<file path="config.mk">
export PLATFORM = sky130hd
export DESIGN_NAME = dmem_ctrl
export DESIGN_NICKNAME = d
export VERILOG_FILES = /design/src/rtl/dmem_ctrl_pkg.sv /design/src/rtl/dmem_lane.sv /design/src/rtl/dmem_ctrl.sv
export SDC_FILE = /design/constraint.sdc
export NUM_CORES = 1
export LEC_CHECK = 0
export BUFFER_PORTS_ARGS = -buffer_cell sky130_fd_sc_hd__buf_2
export CORE_ASPECT_RATIO = 0.7
export CORE_MARGIN = 2
export CORE_UTILIZATION = 49
export DETAILED_ROUTE_END_ITERATION = 6
export GPL_TIMING_DRIVEN = 1
export HOLD_SLACK_MARGIN = 0.1
export PLACE_DENSITY = 0.81
export SKIP_LAST_GASP = 1
export SLEW_MARGIN = 20
export SYNTH_ARGS = -nofsm -noshare
export SYNTH_HDL_FRONTEND = slang
export SYNTH_SLANG_ARGS = --single-unit
</file>
<file path="constraint.sdc">
create_clock -name clk -period 3.4 [get_ports clk]
set_clock_uncertainty 0.1 [all_clocks]
set_input_delay 0.68 -clock clk [delete_from_list [all_inputs] [get_ports clk]]
set_output_delay 0.68 -clock clk [all_outputs]
set_load 0.02 [all_outputs]
</file>
<file path="src/rtl/dmem_ctrl_pkg.sv">
// Shared definitions for the data-memory controller: access size encodings,
// FSM state encoding and a small size-decoding helper.
package dmem_ctrl_pkg;

    localparam logic [1:0] SZ_BYTE = 2'b00;
    localparam logic [1:0] SZ_HALF = 2'b01;
    localparam logic [1:0] SZ_WORD = 2'b10;

    typedef enum logic [1:0] {
        IDLE = 2'b00,
        RMW  = 2'b01,
        RESP = 2'b10
    } state_e;

    // The reserved encoding 2'b11 behaves as a word access, so bit 1 alone
    // identifies a full-word transfer.
    function automatic logic is_word(input logic [1:0] size);
        return size[1];
    endfunction

endpackage

</file>
<file path="src/rtl/dmem_lane.sv">
// Combinational byte-lane unit: extracts and sign/zero-extends load data from
// a RAM word, and merges right-aligned store data into the addressed lanes.
module dmem_lane
    import dmem_ctrl_pkg::*;
(
    input  logic [31:0] word_i,
    input  logic [31:0] wdata_i,
    input  logic [1:0]  size_i,
    input  logic [1:0]  lane_i,
    input  logic        unsigned_i,
    output logic [31:0] load_o,
    output logic [31:0] merge_o
);

    logic [7:0]  byte_sel;
    logic [15:0] half_sel;

    // Select the addressed byte/half, then extend or merge according to size.
    // Halfword lanes use only lane_i[1], so a stray lane_i[0] is ignored.
    always_comb begin
        byte_sel = word_i[{lane_i, 3'b000} +: 8];
        half_sel = word_i[{lane_i[1], 4'b0000} +: 16];
        load_o   = word_i;
        merge_o  = word_i;
        case (size_i)
            SZ_BYTE: begin
                load_o = {{24{~unsigned_i & byte_sel[7]}}, byte_sel};
                merge_o[{lane_i, 3'b000} +: 8] = wdata_i[7:0];
            end
            SZ_HALF: begin
                load_o = {{16{~unsigned_i & half_sel[15]}}, half_sel};
                merge_o[{lane_i[1], 4'b0000} +: 16] = wdata_i[15:0];
            end
            default: begin
                load_o  = word_i;
                merge_o = wdata_i;
            end
        endcase
    end

endmodule

</file>
<file path="src/rtl/dmem_ctrl.sv">
// Data-memory controller: bridges a valid/ready core request port to a
// single-cycle RAM with combinational read data. Loads and word stores take
// one RAM cycle; byte/half stores do a read-modify-write over two cycles.
// Optional build macro MISALIGN_TRAP_EN: misaligned half/word accesses are
// refused with rsp_err=1 and no RAM access; otherwise low address bits are
// ignored and rsp_err is constant 0.
module dmem_ctrl
    import dmem_ctrl_pkg::*;
#(
    parameter int AWIDTH = 8,
    parameter int DWIDTH = 32
) (
    input  logic              clk,
    input  logic              rstn,
    input  logic              req_valid,
    output logic              req_ready,
    input  logic              req_we,
    input  logic [31:0]       req_addr,
    input  logic [1:0]        req_size,
    input  logic              req_unsigned,
    input  logic [DWIDTH-1:0] req_wdata,
    output logic              rsp_valid,
    input  logic              rsp_ready,
    output logic [DWIDTH-1:0] rsp_rdata,
    output logic              rsp_err,
    output logic              mem_en,
    output logic              mem_wr,
    output logic [31:0]       mem_addr,
    output logic [DWIDTH-1:0] mem_wdata,
    input  logic [DWIDTH-1:0] mem_rdata
);

    state_e              state_q, state_d;
    logic [AWIDTH-1:0]   addr_q, addr_d;
    logic [DWIDTH-1:0]   merge_q, merge_d;
    logic [DWIDTH-1:0]   rdata_q, rdata_d;
    logic [AWIDTH-1:0]   word_idx;
    logic [DWIDTH-1:0]   lane_load;
    logic [DWIDTH-1:0]   lane_merge;
    logic                accept;
    logic                unused_addr;

    assign word_idx    = req_addr[AWIDTH+1:2];
    assign accept      = req_valid && req_ready;
    assign unused_addr = ^req_addr[31:AWIDTH+2];

`ifdef MISALIGN_TRAP_EN
    logic err_q, err_d;
    logic misalign;

    assign misalign = ((req_size == SZ_HALF) && req_addr[0]) ||
                      (is_word(req_size) && (req_addr[1:0] != 2'b00));
    assign rsp_err  = err_q;
`else
    assign rsp_err  = 1'b0;
`endif

    dmem_lane u_lane (
        .word_i     (mem_rdata),
        .wdata_i    (req_wdata),
        .size_i     (req_size),
        .lane_i     (req_addr[1:0]),
        .unsigned_i (req_unsigned),
        .load_o     (lane_load),
        .merge_o    (lane_merge)
    );

    assign rsp_rdata = rdata_q;

    // Next-state and RAM/handshake outputs; everything idles at 0 by default.
    always_comb begin
        state_d   = state_q;
        addr_d    = addr_q;
        merge_d   = merge_q;
        rdata_d   = rdata_q;
`ifdef MISALIGN_TRAP_EN
        err_d     = err_q;
`endif
        req_ready = 1'b0;
        rsp_valid = 1'b0;
        mem_en    = 1'b0;
        mem_wr    = 1'b0;
        mem_addr  = '0;
        mem_wdata = '0;
        unique case (state_q)
            IDLE: begin
                req_ready = rstn;
                if (rstn) begin
                    mem_addr = {{(32-AWIDTH){1'b0}}, word_idx};
                end
                if (accept) begin
`ifdef MISALIGN_TRAP_EN
                    if (misalign) begin
                        rdata_d = '0;
                        err_d   = 1'b1;
                        state_d = RESP;
                    end else
`endif
                    begin
`ifdef MISALIGN_TRAP_EN
                        err_d  = 1'b0;
`endif
                        mem_en = 1'b1;
                        if (!req_we) begin
                            rdata_d = lane_load;
                            state_d = RESP;
                        end else if (is_word(req_size)) begin
                            mem_wr    = 1'b1;
                            mem_wdata = req_wdata;
                            rdata_d   = '0;
                            state_d   = RESP;
                        end else begin
                            // Merge now against the word being read so the
                            // second cycle only has to write it back.
                            merge_d = lane_merge;
                            addr_d  = word_idx;
                            rdata_d = '0;
                            state_d = RMW;
                        end
                    end
                end
            end
            RMW: begin
                mem_en    = 1'b1;
                mem_wr    = 1'b1;
                mem_addr  = {{(32-AWIDTH){1'b0}}, addr_q};
                mem_wdata = merge_q;
                state_d   = RESP;
            end
            RESP: begin
                rsp_valid = 1'b1;
                if (rsp_ready) begin
                    state_d = IDLE;
                end
            end
            default: state_d = IDLE;
        endcase
    end

    // Control state and response registers; reset abandons any transaction.
    always_ff @(posedge clk or negedge rstn) begin
        if (!rstn) begin
            state_q <= IDLE;
            rdata_q <= '0;
`ifdef MISALIGN_TRAP_EN
            err_q   <= 1'b0;
`endif
        end else begin
            state_q <= state_d;
            rdata_q <= rdata_d;
`ifdef MISALIGN_TRAP_EN
            err_q   <= err_d;
`endif
        end
    end

    // Read-modify-write holding registers; only consumed while in RMW.
    always_ff @(posedge clk) begin
        addr_q  <= addr_d;
        merge_q <= merge_d;
    end

endmodule

</file>
==> metrics.md <==
| Metric | Value |
|---|---|
| Status | completed |
| Ports | 205 |
| CP Capture Point | mem_wdata[9] |
| Die X | 124 µm |
| Vias in the first global route | 4,217 |
| Longest Clk Path Bufs | 2 |
| Max-slew violation count | 0 |
| Post-CTS Resized | 0 |
| Cell variety after synth | 54 |
| Tot GR Track Use | 0.280 |
| CTS sink cnt | 74 |
| Final hold vios | 0 |
| Core footprint | 9760 µm² |
| Starting Density | 0.509 |
| Postcts setup bufs | 0 |
| Setup TNS | 0 ns |
| DP HPWL | ~11,000 µm |
| CP max FO | 24 |
| Synthesized area | 4970 µm² |
| Die area | 11,000 µm² |
| Most frequent cells in the layout | buf_2, nand2_1, edfxtp_1, dfrtp_1, nor2_2 |
| First-pass GRT wire length | about 24,000 µm |
| H-tree levels | 3 |
| RD Place Congestion | 0.941 |
| Critical Path AT | 2.12 ns |
| Final ANT Viol Nets | 0 |
| Post-layout min period | a little under 3 ns |
| Layout cells sized above 1 | 0.432 |
| Total gr overflow | 0 |
| Post-synth EDFFs | 40 |
| Routed WL per cell | approximately 20 µm |
| Most common cell after layout, fill and taps aside | buf_2 |
| Period utilization | 0.854 |
| Cell Rows | 30 |
| Final setup fails | 0 |
| Critical Path Start | state_q[0]$_DFFE_PN0P_ |
| Vias per std cell | just under 6 |
| DRT Pass-1 Iters | 5 |
| Worst EP required | 2.62 ns |
| # nets final | 729 |
| Clock edge transition at the registers on the reported setup and hold paths | 0.06 ns |
| Initial antenna violation count | 0 |
| N_diodes | 0 |
| DRC | 0 |
| R2r endpoint | merge_q[13]$_DFFE_PP_ |
| R2r setup slk | 0.86 ns |
| Synth area leaders | edfxtp_1, dfrtp_1, a22oi_2 |
| Tightest Hold Check Type | reg2reg |
| Pin count of the biggest net entering global routing | 53 |
| Max Cap Viol | 0 |
| Critical setup path kind | reg2out |
| Syn_area_per_cell | 10.4 µm² |
| R2r startpoint | state_q[1]$_DFFE_PN0P_ |
| DR vias | between 4,000 and 5,000 |
| Worst vdd ir | a little under 0.4 mV |
| WL final | 15,400 µm |
| Count of buffers from port buffering | between 150 and 200 |
| Post-CTS Hold Fix Bufs | 0 |
| Synthesis-to-finish area growth | 21.9% |
| HP Start | rsp_rdata[13]$_DFFE_PN0P_ |
| Number of CTS-inserted buffers | 9 |
| Util after Layout | 0.621 |
| Worst setup SP type | flip-flop |
| Yosys top cell by area | edfxtp_1 |
| Root Buffer Master | clkbuf_16 |
| Initial drt markers | 333 |
| CTS tree | built |
| Ys async rst share | 0.459 |
| Leak Pwr | 2.68 nW |
| P per Cell Area | 550 nW/µm² |
| Top FF cell, synth | edfxtp_1 |
| Worst-margin pin slew | around 0.85 ns |
| Fmax achieved | 344 MHz |
| Clk_lat worst skew | roughly 0.34 ns |
| Worst Setup End Kind | output pin |
| Slew HR | 0.434 |
| FF-to-FF path depth | 5 |
| FF+latch count, synth | 74 |
| Yosys warns | 0 |
| RSZ-0062 raised after global routing | false |
| Seq/Total Area, Yosys | 0.413 |
| Die height | between 80 and 90 µm |
| Yosys top cell area share | 0.242 |
| Synth Instances | 477 |
==> cells by family (layout without fill, tap and decap cells) <==
logic type / count (synthesis) / after routing / synth area share
AOI/OAI and AO/OA: 165 / 165 / 0.273
muxes: 22 / 22 / 0.0665
other: 1 / 25 / 0.000755
and+or+nand+nor: 136 / 136 / 0.147
buffers and inverters: 74 / 198 / 0.0862
DFF: 74 / 74 / 0.413
adders and majority gates: 5 / 5 / 0.0126
==> stage by stage <==
| stage | instance area, µm² | total power, mW | hold WS (ns) | std cells | setup WS [ns] |
|---|---|---|---|---|---|
| 3_3_place_gp | 5740 | 2.29 | 0.355 | 737 | 0.537 |
| 4_1_cts | 6060 | 3.35 | 0.386 | 753 | 0.493 |
| 5_1_grt | 6060 | 3.48 | 0.423 | 753 | 0.393 |
| 3_5_place_dp | 5740 | 2.32 | 0.371 | 737 | 0.472 |
| 2_1_floorplan | 5060 | 1.95 | 0.284 | 501 | 0.522 |
| 6_report | 6060 | 3.33 | 0.381 | 753 | 0.496 |
==> how the worst min path moves through the flow <==
stage / to / slack [ns] / depth (start not counted)
2_1_floorplan: rsp_rdata[0]$_DFFE_PN0P_ / 0.28 / 0
3_3_place_gp: rsp_rdata[7]$_DFFE_PN0P_ / 0.36 / 2
3_5_place_dp: rsp_rdata[13]$_DFFE_PN0P_ / 0.37 / 2
4_1_cts: rsp_rdata[13]$_DFFE_PN0P_ / 0.39 / 2
5_1_grt: addr_q[6]$_DFFE_PP_ / 0.42 / 1
6_report: rsp_rdata[13]$_DFFE_PN0P_ / 0.38 / 2
==> worst max-delay path, stage by stage (launching register included) <==
cell     delay (ns)
dfrtp_2        0.43
buf_4          0.23
nor4_4         0.32
buf_4          0.40
a22oi_2        0.09
nor2_2         0.12
buf_2          0.18
==> state kept, by name, summed over array words and instances (netlist names) <==
signal	cells
addr_q	8
merge_q	32
rsp_rdata	32
state_q	2
==> routing by layer <==
layer / wire (µm) / GRT usage
met3: 1530 / 0.0822
met5: 0 / 0
met4: 151 / 0.0644
met1: 6990 / 0.404
met2: 6680 / 0.423
==> where the power goes <==
part,switching (mW),internal (mW)
logic,0.736,0.376
clock network,0.385,0.641
registers,0.0855,1.11
==> final cells by class <==
class / instances / area (µm²)
Tap cell: 128 / 160
Sequential cell: 74 / 2050
Fill cell: 822 / 3700
Clock inverter: 7 / 93.8
Timing Repair Buffer: 173 / 906
Clock buffer: 9 / 225
Inverter: 9 / 33.8
Multi-Input combinational cell: 353 / 2580
==> synth_stat cells (2+ instances only) <==
| library cell | number |
|---|---|
| buf_2 | 18 |
| ha_1 | 5 |
| a221oi_1 | 2 |
| a31oi_1 | 3 |
| nor4bb_1 | 3 |
| clkbuf_1 | 13 |
| buf_6 | 4 |
| mux4_2 | 7 |
| o21a_1 | 2 |
| a22o_1 | 16 |
| buf_1 | 4 |
| nand3b_1 | 2 |
| nor2_1 | 27 |
| o21ai_0 | 29 |
| inv_1 | 8 |
| o21ai_1 | 3 |
| mux2i_1 | 9 |
| and2_1 | 3 |
| a311oi_1 | 3 |
| a221o_1 | 24 |
| dfrtp_1 | 34 |
| a21oi_1 | 18 |
| nand2_1 | 44 |
| nor2_2 | 30 |
| a22oi_1 | 28 |
| mux2_2 | 4 |
| a22oi_2 | 29 |
| edfxtp_1 | 40 |
| nor2b_1 | 8 |
| buf_4 | 26 |
| nor3_1 | 8 |
Power figures use the tool's default switching activity.
